[src/rtl/ifu_pkg.sv]
// ============================================================================
// Module   : ifu_pkg
// Brief    : Shared defaults and queue entry type for the instruction fetch unit
// Revision : 1.0 - initial release
// ============================================================================
`default_nettype none

package ifu_pkg;

    localparam int          IFU_XLEN     = 64;
    localparam int          IFU_ILEN     = 32;
    localparam logic [63:0] IFU_RESET_PC = 64'h4;
    localparam int          INST_BYTES   = 4;

    typedef struct packed {
        logic [IFU_XLEN-1:0] pc;
        logic [IFU_ILEN-1:0] inst;
    } ifu_entry_t;

endpackage

`default_nettype wire

[src/rtl/ifu_fetch_queue.sv]
// ============================================================================
// Module   : ifu_fetch_queue
// Brief    : Synchronous FIFO of fetched {pc, inst} entries with flush
// Revision : 1.0 - initial release
// ============================================================================
`default_nettype none

module ifu_fetch_queue
    import ifu_pkg::*;
#(
    parameter int  DEPTH   = 4,
    parameter type entry_t = ifu_entry_t,
    localparam int AW      = $clog2(DEPTH)
) (
    input  logic          clk,
    input  logic          rst_n,
    input  logic          i_push,
    input  entry_t        i_push_data,
    input  logic          i_pop,
    input  logic          i_flush,
    output logic [AW:0]   o_count,
    output entry_t        o_head
);

    localparam logic [AW:0] c_full_count = (AW+1)'(DEPTH);

    logic [AW-1:0] r_wr_ptr;
    logic [AW-1:0] r_rd_ptr;
    logic [AW:0]   r_count;
    entry_t        r_mem [DEPTH];

    logic w_push;
    logic w_pop;

    // Guards keep the pointers coherent even if a caller misuses push/pop.
    assign w_push = i_push & ~i_flush & (r_count != c_full_count);
    assign w_pop  = i_pop  & ~i_flush & (r_count != '0);

    always_ff @(posedge clk or negedge rst_n) begin
        if (!rst_n) begin
            r_wr_ptr <= '0;
            r_rd_ptr <= '0;
            r_count  <= '0;
        end else if (i_flush) begin
            r_wr_ptr <= '0;
            r_rd_ptr <= '0;
            r_count  <= '0;
        end else begin
            if (w_push) begin
                r_wr_ptr <= r_wr_ptr + 1'b1;
            end
            if (w_pop) begin
                r_rd_ptr <= r_rd_ptr + 1'b1;
            end
            r_count <= r_count + (AW+1)'(w_push) - (AW+1)'(w_pop);
        end
    end

    always_ff @(posedge clk) begin
        if (w_push) begin
            r_mem[r_wr_ptr] <= i_push_data;
        end
    end

    assign o_count = r_count;
    assign o_head  = r_mem[r_rd_ptr];

endmodule

`default_nettype wire

[src/rtl/ifu_stream.sv]
// ============================================================================
// Module   : ifu_stream
// Brief    : Streaming instruction fetch unit with one request in flight,
//            an instruction queue and redirect squashing
// Revision : 1.0 - initial release
// ============================================================================
`default_nettype none

module ifu_stream
    import ifu_pkg::*;
#(
    parameter int          XLEN     = IFU_XLEN,
    parameter int          ILEN     = IFU_ILEN,
    parameter logic [63:0] RESET_PC = IFU_RESET_PC,
    parameter int          QDEPTH   = 4
) (
    input  logic            clk,
    input  logic            rst_n,
    input  logic            redir_valid,
    input  logic [XLEN-1:0] redir_pc,
    output logic            req_valid,
    input  logic            req_ready,
    output logic [XLEN-1:0] req_addr,
    input  logic            rsp_valid,
    input  logic [ILEN-1:0] rsp_data,
    output logic            out_valid,
    input  logic            out_ready,
    output logic [ILEN-1:0] out_inst,
    output logic [XLEN-1:0] out_pc,
    output logic [XLEN-1:0] out_snpc
);

    localparam int              CW          = $clog2(QDEPTH) + 1;
    localparam logic [XLEN-1:0] c_reset_pc  = RESET_PC[XLEN-1:0];
    localparam logic [XLEN-1:0] c_inst_step = XLEN'(INST_BYTES);
    localparam logic [XLEN-1:0] c_align     = ~XLEN'(INST_BYTES - 1);

    typedef struct packed {
        logic [XLEN-1:0] pc;
        logic [ILEN-1:0] inst;
    } entry_t;

    logic [XLEN-1:0] r_fetch_pc;
    logic [XLEN-1:0] r_pc_inflight;
    logic            r_outstanding;
    logic            r_drop;

    logic [CW-1:0]   w_count;
    entry_t          w_head;
    entry_t          w_push_data;
    logic            w_req_valid;
    logic            w_req_fire;
    logic            w_rsp_take;
    logic            w_push;
    logic            w_pop;
    logic [CW-1:0]   w_level;

    // The in-flight request reserves a queue slot so its response always fits.
    assign w_level     = w_count + CW'(r_outstanding);
    assign w_req_valid = ~redir_valid & (~r_outstanding | rsp_valid)
                       & (w_level < CW'(QDEPTH));
    assign w_req_fire  = w_req_valid & req_ready;
    assign w_rsp_take  = rsp_valid & r_outstanding;
    assign w_push      = ~redir_valid & w_rsp_take & ~r_drop;
    assign w_pop       = out_valid & out_ready;
    assign w_push_data = '{pc: r_pc_inflight, inst: rsp_data};

    always_ff @(posedge clk or negedge rst_n) begin
        if (!rst_n) begin
            r_fetch_pc    <= c_reset_pc;
            r_pc_inflight <= '0;
            r_outstanding <= 1'b0;
            r_drop        <= 1'b0;
        end else if (redir_valid) begin
            r_fetch_pc    <= redir_pc & c_align;
            // A request still in flight must have its response squashed later.
            r_outstanding <= r_outstanding & ~rsp_valid;
            r_drop        <= r_outstanding & ~rsp_valid;
        end else begin
            if (w_req_fire) begin
                r_outstanding <= 1'b1;
                r_pc_inflight <= r_fetch_pc;
                r_fetch_pc    <= r_fetch_pc + c_inst_step;
            end else if (w_rsp_take) begin
                r_outstanding <= 1'b0;
            end
            if (w_rsp_take) begin
                r_drop <= 1'b0;
            end
        end
    end

    ifu_fetch_queue #(
        .DEPTH   (QDEPTH),
        .entry_t (entry_t)
    ) u_queue (
        .clk         (clk),
        .rst_n       (rst_n),
        .i_push      (w_push),
        .i_push_data (w_push_data),
        .i_pop       (w_pop),
        .i_flush     (redir_valid),
        .o_count     (w_count),
        .o_head      (w_head)
    );

    assign req_valid = w_req_valid;
    assign req_addr  = r_fetch_pc;
    assign out_valid = (w_count != '0) & ~redir_valid;
    assign out_inst  = w_head.inst;
    assign out_pc    = w_head.pc;
    assign out_snpc  = w_head.pc + c_inst_step;

endmodule

`default_nettype wire

[config.mk]
export PLATFORM = sky130hd
export DESIGN_NAME = ifu_stream
export DESIGN_NICKNAME = d
export VERILOG_FILES = /design/src/rtl/ifu_pkg.sv /design/src/rtl/ifu_fetch_queue.sv /design/src/rtl/ifu_stream.sv
export SDC_FILE = /design/constraint.sdc
export NUM_CORES = 1
export LEC_CHECK = 0
export ABC_AREA = 0
export BUFFER_PORTS_ARGS = -buffer_cell sky130_fd_sc_hd__buf_2
export CAP_MARGIN = 20
export CORE_MARGIN = 2
export CORE_UTILIZATION = 35
export DETAILED_ROUTE_END_ITERATION = 12
export PLACE_DENSITY_LB_ADDON = 0.25
export REMOVE_ABC_BUFFERS = 1
export SYNTH_ARGS = -nofsm -noshare
export SYNTH_HDL_FRONTEND = slang
export SYNTH_SLANG_ARGS = --single-unit
export TNS_END_PERCENT = 30
[constraint.sdc]
create_clock -name clk -period 9.8 [get_ports clk]
set_input_delay 1.96 -clock clk [delete_from_list [all_inputs] [get_ports clk]]
set_output_delay 1.96 -clock clk [all_outputs]
set_load 0.1 [all_outputs]
==> results.md, run 1 <==
* Outcome: finished clean
* Most frequent cell after synthesis: edfxtp_1
* Layout cell share with drive strength beyond 1 at roughly a third
* Tot Pwr at between 7 and 8 mW
* Design area at 0.0258 mm^2
* WL final at a little under 60000 um
* Crit. End Element: output pin
* Hpwl dp at about 39000 um
* Area leader, netlist: edfxtp_1
* Crit Path Category: reg2out
* Crit path launch type: flop
* DRT iter0 DRCs at ~860
* PortBufs at 319
* CTS clk-pin slew, worst paths at approximately 0.060 ns
* Largest family of logic cells by synthesized area: multiplexers
* Clock tree root buffer cell: clkbuf_16
* RSZ-0062 raised after global routing: no
* Post-CTS Setup Bufs at 0
* Top post-synthesis cells by count: edfxtp_1, dfrtp_1, nand2_1
* Initial Utilization at about 36%
* Fmax at about 140 MHz
* Residual DRC at 0
* Total I/O pin count at 328
* # setup viols final at 0
* Total die area at 0.0635 mm^2
* Worst slew margin at between 30% and 40%
* CP cell instances: buf_4, mux4_1, nand4_1, or3_1, nor4_4, buf_6, nand3_1, xnor2_1, buf_2
* Number of fill cells in the layout at between 5000 and 6000
* Vias at 12900
* Max IR drop VDD at 0.196 mV
* Critical Path Fanout Max at 41
* Final Hold Viols at 0
* Final min period at between 7 and 8 ns
* WP buf/inv at 3
* Global route overflow at 0
* Core ar. at around 0.061 mm^2
* Mux cell area share after synthesis at 13.3%
* DR top layer: met4
* Top-area cell type share of the netlist area at between 50% and 60%
* Rows at 90
* Post-synthesis compound-gate area fraction at 2.20%
* Adder-cell share of the synthesized area at less than 1%
* Drt wl/cell at between 20 and 25 um
* Area contributors post-synth: edfxtp_1, dfrtp_1, mux4_2
* Vias in the first global route at approximately 13000
* Vias per cell at 5.18
* Fin crit share at between 70% and 80%
* Metal2 WL at approximately 29000 um
* Reg2Reg Launch Point: req_addr[2]$_DFFE_PN1P_
* CTS Buffer Depth at 3
* Measured slew at the worst slew-check pin at approximately 1.0 ns
* Avg Cell Area, Syn at 16.3 um^2
* HP Class: reg2reg
* Met3 routed WL at ~2400 um
* Number of synthesized register bits at 509
* Fin. max-slew vios at 0
* Global-route wire length before repair at 85800 um
* Yosys cell types at 63
* Slowest cell on the critical path: dfrtp_4
* Post-synth EDFFs at between 300 and 400
* Hold Path End: u_queue.r_mem[2][70]$_DFFE_PP_
* CP peak stage delay at roughly 1.0 ns
* Max_cap viols at 0
* Initial antenna violation count at 4
* Ys Warns at 0
* Pre-CTS setup slack at around 2.9 ns
* Routed Antenna Nets at 0
* Die H at between 200 and 300 um
* Multi-input logic area at between 0.006 and 0.007 mm^2
* CP Data Arrival Time at approximately 5.4 ns
* Reg2reg setup slack at around 6.6 ns
* All-Layer GR Usage at a little under a fifth
* Synth Cell Area at ~0.022 mm^2
* Post-CTS Resized at 0
* Largest net degree at the start of global routing at 70
* Seq. cell area at between 0.01 and 0.015 mm^2
* XOR/XNOR Fraction of Synth Area at approximately 4.8%
* Post-Route M1 WL at around 26000 um
* Nets@finish at around 1800
* Asr flop ratio synth at a little over a quarter
* Clk sinks at 509
* Crit path required time at 7.84 ns
* Die W at around 250 um
* Static Leak at about 9.3 nW
* Clk_skew at just over 0.02 ns
* P per Cell Area at ~290 mW/mm^2
* Gpl congestion at ~0.84
* Setup TNS Final at 0 ns
* Worst hold stages at 0
* Post-DP Area at 0.0239 mm^2
* CTS buffer count at 55
* CTS Hold Bufs at 0
* CP top delay family: simple AND/OR/NAND/NOR gates
* CTS tree: built
* Hold slack final at between 0.5 and 0.6 ns
* Reg2Reg Depth at 7
* Worst setup margin at 2.44 ns
* Capturing point of the worst reg2reg path: req_addr[42]$_DFFE_PN0P_
* Pre-antenna DRT Iters at 5
* Cells after synthesis at approximately 1300
* Simple-gate share of the synthesized area at 9.11%
* Seq/Total Area, Yosys at between 60% and 70%
* H-tree Lvls at 2
* Top_reg_cell synth: edfxtp_1
* Worst Hold Launch: r_pc_inflight[38]$_DFFE_PN0P_
* P&R area growth vs syn at 20.0%
* Latest clock arrival within the worst-skew pair at 0.61 ns
-- registers in the layout, indices dropped and copies added, names as in the netlist --
register          cells
req_addr             62
r_outstanding         1
r_pc_inflight        62
r_drop                1
u_queue.r_mem       376
u_queue.r_rd_ptr      2
u_queue.r_wr_ptr      2
u_queue.o_count       3
-- how the worst max path moves through the flow --
stage                                    startpoint            to  slack [ns]  cells past startpoint
floorplan           u_queue.r_rd_ptr[0]$_DFFE_PN0P_  out_snpc[51]       -0.33                      6
global placement    u_queue.r_rd_ptr[0]$_DFFE_PN0P_  out_snpc[45]        2.73                      8
detailed placement  u_queue.r_rd_ptr[0]$_DFFE_PN0P_  out_snpc[45]        2.91                      9
CTS                 u_queue.r_rd_ptr[0]$_DFFE_PN0P_  out_snpc[45]        2.25                      9
global route        u_queue.r_rd_ptr[0]$_DFFE_PN0P_  out_snpc[49]        2.05                      9
finish              u_queue.r_rd_ptr[0]$_DFFE_PN0P_  out_snpc[45]        2.44                      9
-- power breakdown --
group	internal, mW	total [mW]	switching (mW)
registers	2.59	2.82	0.230
clock network	1.17	2.04	0.868
logic	0.535	2.69	2.15
-- cell families (layout without fill, tap and decap cells) --
logic type | after synthesis | after routing
xor gates and xnor gates | 118 | 118
and+or+nand+nor | 359 | 359
adders and majority gates | 9 | 9
buffers and inverters | 81 | 465
AOI/OAI and AO/OA | 84 | 84
muxes | 157 | 157
DFF | 509 | 509
other | 1 | 8
-- final cells by class --
cell class,count,share of cell area (%)
Sequential cell,509,56.7
Tap cell,782,3.79
Clock inverter,28,0.950
Inverter,19,0.276
Antenna cell,2,0.0194
Clock buffer,75,6.02
Timing Repair Buffer,343,7.09
Multi-Input combinational cell,733,25.2
-- layer usage --
metal,up-vias,GRT usage [%]
met4,0,4.43
met2,274,31.0
met1,6742,24.6
met5,-,0
li1,5809,-
met3,71,2.92
-- metrics by stage --
stage	std cells	utilization [%]
floorplan	1261	-
global placement	2382	39.5
detailed placement	2383	39.5
CTS	2486	42.5
global route	2490	42.6
finish	2491	42.6
-- cells in the final DEF, fill, tap and decap left out, types with 21 or more instances in the layout --
cell type / count
mux2_2: 59
xor2_1: 49
nor2_1: 39
buf_4: 21
clkbuf_16: 57
nand4_1: 55
dfrtp_1: 130
xnor2_1: 69
o21ai_0: 61
buf_2: 317
mux4_2: 83
edfxtp_1: 376
nand3_1: 40
nand2_1: 108
(Power assumes the default switching activity.)
==> run 2: changes to the inputs <==
- clock period: 9.8 -> 7.1 ns (I/O delays scaled with it)
==> run 2 against run 1 <==
Hold slack about the same. Sequential power increased by 38%. Final area about the same. Count of clock-buffer cells in the layout decreased by 3. Non-clock buffer count increased by 3. Die area unchanged. Clock skew increased by 0.0011 ns. First-iteration DRC count decreased by 2.2%. Register-to-register slack got worse by 2.7 ns. Worst setup slack got worse by 1.7 ns. Largest cell class unchanged.
==> results.md, run 2 (synthesis gave the netlist of run 1 again) <==
* DRT iter0 DRCs at 844 (was 863)
* Residual DRC at 0 (unchanged)
* Clk sinks at 509 (unchanged)
* Sw Share at 42.5% (was 43.1%)
* Fin. max-slew vios at 0 (unchanged)
* P&R area growth vs syn at 20.0% (about the same)
* Int Power at 6.05 mW (was 4.30 mW)
* Vias per cell at 5.18 (about the same)
* Worst setup margin at 0.701 ns (was 2.44 ns)
* Clk_skew at 0.0217 ns (was 0.0206 ns)
* Die H at 252 um (unchanged)
* Post-CTS Setup Bufs at 0 (unchanged)
* Global route overflow at 0 (unchanged)
* Max IR drop VDD at 0.246 mV (was 0.196 mV)
* Crit path launch type: flop (unchanged)
* Largest net degree at the start of global routing at 81 (was 70)
* CTS clk-pin slew, worst paths at 0.06 ns (about the same)
* Worst slew margin at 32.5% (was 32.4%)
* Final Hold Viols at 0 (unchanged)
* P per Cell Area at 408 mW/mm^2 (was 293 mW/mm^2)
* Pre-CTS setup slack at 1.21 ns (was 2.91 ns)
* All-Layer GR Usage at 18.4% (was 18.3%)
* Reg2Reg Launch Point: req_addr[2]$_DFFE_PN1P_ (unchanged)
* Sequential Power Share at 37.0% (was 37.4%)
* Reg2reg setup slack at 3.91 ns (was 6.57 ns)
* Crit Path Category: reg2out (unchanged)
* Die W at 252 um (unchanged)
* Pre-antenna DRT Iters at 5 (unchanged)
* Outcome: finished clean (unchanged)
* Nets@finish at 1774 (was 1772)
* CP Capture Point: out_snpc[60] (was out_snpc[45])
* H-tree Lvls at 2 (unchanged)
* Measured slew at the worst slew-check pin at 1.00 ns (was 1.01 ns)
* Vias in the first global route at 13200 (about the same)
* Latest clock arrival within the worst-skew pair at 0.61 ns (about the same)
* Critical Path Fanout Max at 41 (unchanged)
* Largest register FFs at 376 (unchanged)
* Gpl congestion at 0.821 (was 0.842)
* CTS buffer count at 54 (was 55)
* Capturing point of the worst reg2reg path: req_addr[42]$_DFFE_PN0P_ (unchanged)
* Number of fill cells in the layout at 5542 (was 5546)
* Most flops, register: u_queue.r_mem (unchanged)
* Total I/O pin count at 328 (unchanged)
* Clock tree root buffer cell: clkbuf_16 (unchanged)
* Rows at 90 (unchanged)
* Core ar. at 0.0606 mm^2 (unchanged)
* Logic pwr share at 35.3% (was 35.6%)
* CP startpoint: u_queue.r_rd_ptr[0]$_DFFE_PN0P_ (unchanged)
* Drt wl/cell at 23.7 um (about the same)
* WL final at 59000 um (was 59100 um)
* Post-CTS Resized at 0 (unchanged)
* Seq. cell area at 0.0146 mm^2 (unchanged)
* Fmax at about 160 MHz
* Final min period at between 6 and 7 ns
* Reg2Reg Depth at 7 (unchanged)
* CTS Buffer Depth at 3 (unchanged)
* Commonest cells after routing, fill and taps aside: edfxtp_1, buf_2, dfrtp_1 (unchanged)
* Most common cell after layout, fill and taps aside: edfxtp_1 (unchanged)
* CTS Hold Bufs at 0 (unchanged)
* PortBufs at 319 (unchanged)
* Net Sw Power at 4.48 mW (was 3.25 mW)
* RSZ-0062 raised after global routing: no (unchanged)
* CTS tree: built (unchanged)
* Crit. End Element: output pin (unchanged)
* Hpwl dp at 39600 um (was 39200 um)
* Layout cell share with drive strength beyond 1 at 34.9% (about the same)
* Total die area at 0.0635 mm^2 (unchanged)
* Max_cap viols at 0 (unchanged)
* Design area at 0.0258 mm^2 (about the same)
* # setup viols final at 0 (unchanged)
* Post-DP Area at 0.0240 mm^2 (was 0.0239 mm^2)
* HP Class: reg2reg (unchanged)
* Fin crit share at between 90% and 100%
* CP Data Arrival Time at 4.98 ns (was 5.40 ns)
* Vias at 12900 (about the same)
* Crit path required time at 5.68 ns (was 7.84 ns)
* Multi-input logic area at 0.00650 mm^2 (unchanged)
* Clock Power Share at 27.7% (was 27.0%)
* Initial Utilization at 35.5% (unchanged)
* Initial antenna violation count at 1 (was 4)
* Routed Antenna Nets at 0 (unchanged)
* Global-route wire length before repair at 86200 um (was 85800 um)
* Static Leak at 9.30 nW (was 9.28 nW)
run 2: changes by cell type in the layout (fill, tap and decap cells not counted), sizes merged:
| cell | before | now |
|---|---|---|
| buf | 342 | 346 |
| bufinv | 2 | 8 |
| clkbuf | 76 | 72 |
| clkinv | 19 | 15 |
| clkinvlp | 4 | 5 |
| diode | 2 | 1 |
| inv | 22 | 21 |
run 2: final cells by class:
type / instances / share of cell area (%)
diodes: 1 / 0.00969
well taps: 782 / 3.79
clock inverters: 30 / 1.49
clock buffers: 72 / 5.61
multi-input cells: 733 / 25.2
flip-flops and latches: 509 / 56.7
repair buffers: 346 / 7.00
inverters: 19 / 0.276
run 2: stage by stage:
step / instances / utilization (%) / TNS (ns) / power, mW / hold slack (ns)
floorplan: 1261 / - / -123.78 / 6.96 / 0.471
global placement: 2389 / 39.6 / 0 / 7.65 / 0.483
detailed placement: 2389 / 39.6 / 0 / 7.69 / 0.498
CTS: 2491 / 42.6 / 0 / 10.6 / 0.507
global route: 2491 / 42.6 / 0 / 10.9 / 0.533
finish: 2492 / 42.6 / 0 / 10.5 / 0.511
run 2: power groups by stage:
stage	Clock (mW)	Sequential, mW	Combinational [mW]
after floorplan	0	4.14	2.82
after global placement	0	3.92	3.73
after detailed placement	0	3.95	3.74
after CTS	2.99	3.89	3.74
after global routing	3.11	3.94	3.84
final	2.92	3.89	3.71
run 2: how the worst min path moves through the flow:
stage	from	to	cells after the start
final	r_pc_inflight[58]$_DFFE_PN0P_	u_queue.r_mem[3][90]$_DFFE_PP_	0
after global routing	r_pc_inflight[57]$_DFFE_PN0P_	u_queue.r_mem[0][89]$_DFFE_PP_	0
after CTS	r_pc_inflight[58]$_DFFE_PN0P_	u_queue.r_mem[3][90]$_DFFE_PP_	0
after detailed placement	r_pc_inflight[5]$_DFFE_PN0P_	u_queue.r_mem[0][37]$_DFFE_PP_	0
after global placement	r_pc_inflight[59]$_DFFE_PN0P_	u_queue.r_mem[1][91]$_DFFE_PP_	0
after floorplan	r_pc_inflight[2]$_DFFE_PN0P_	u_queue.r_mem[0][34]$_DFFE_PP_	0
run 2: layer usage:
layer | up-vias | track usage [%] | wire length [um]
met3 | 97 | 3.55 | 2980
met1 | 6667 | 24.0 | 25100
met5 | - | 0 | 0
li1 | 5803 | - | -
met2 | 336 | 31.0 | 29200
met4 | 0 | 5.97 | 1740
run 2: critical path, cell delays in order (launching register included):
cell and delay, ns:
dfrtp_4 0.97, buf_4 0.69, mux4_2 0.43, nand4_1 0.41, nor3_2 0.89, nand4_1 0.21, xnor2_1 0.21, buf_2 0.45
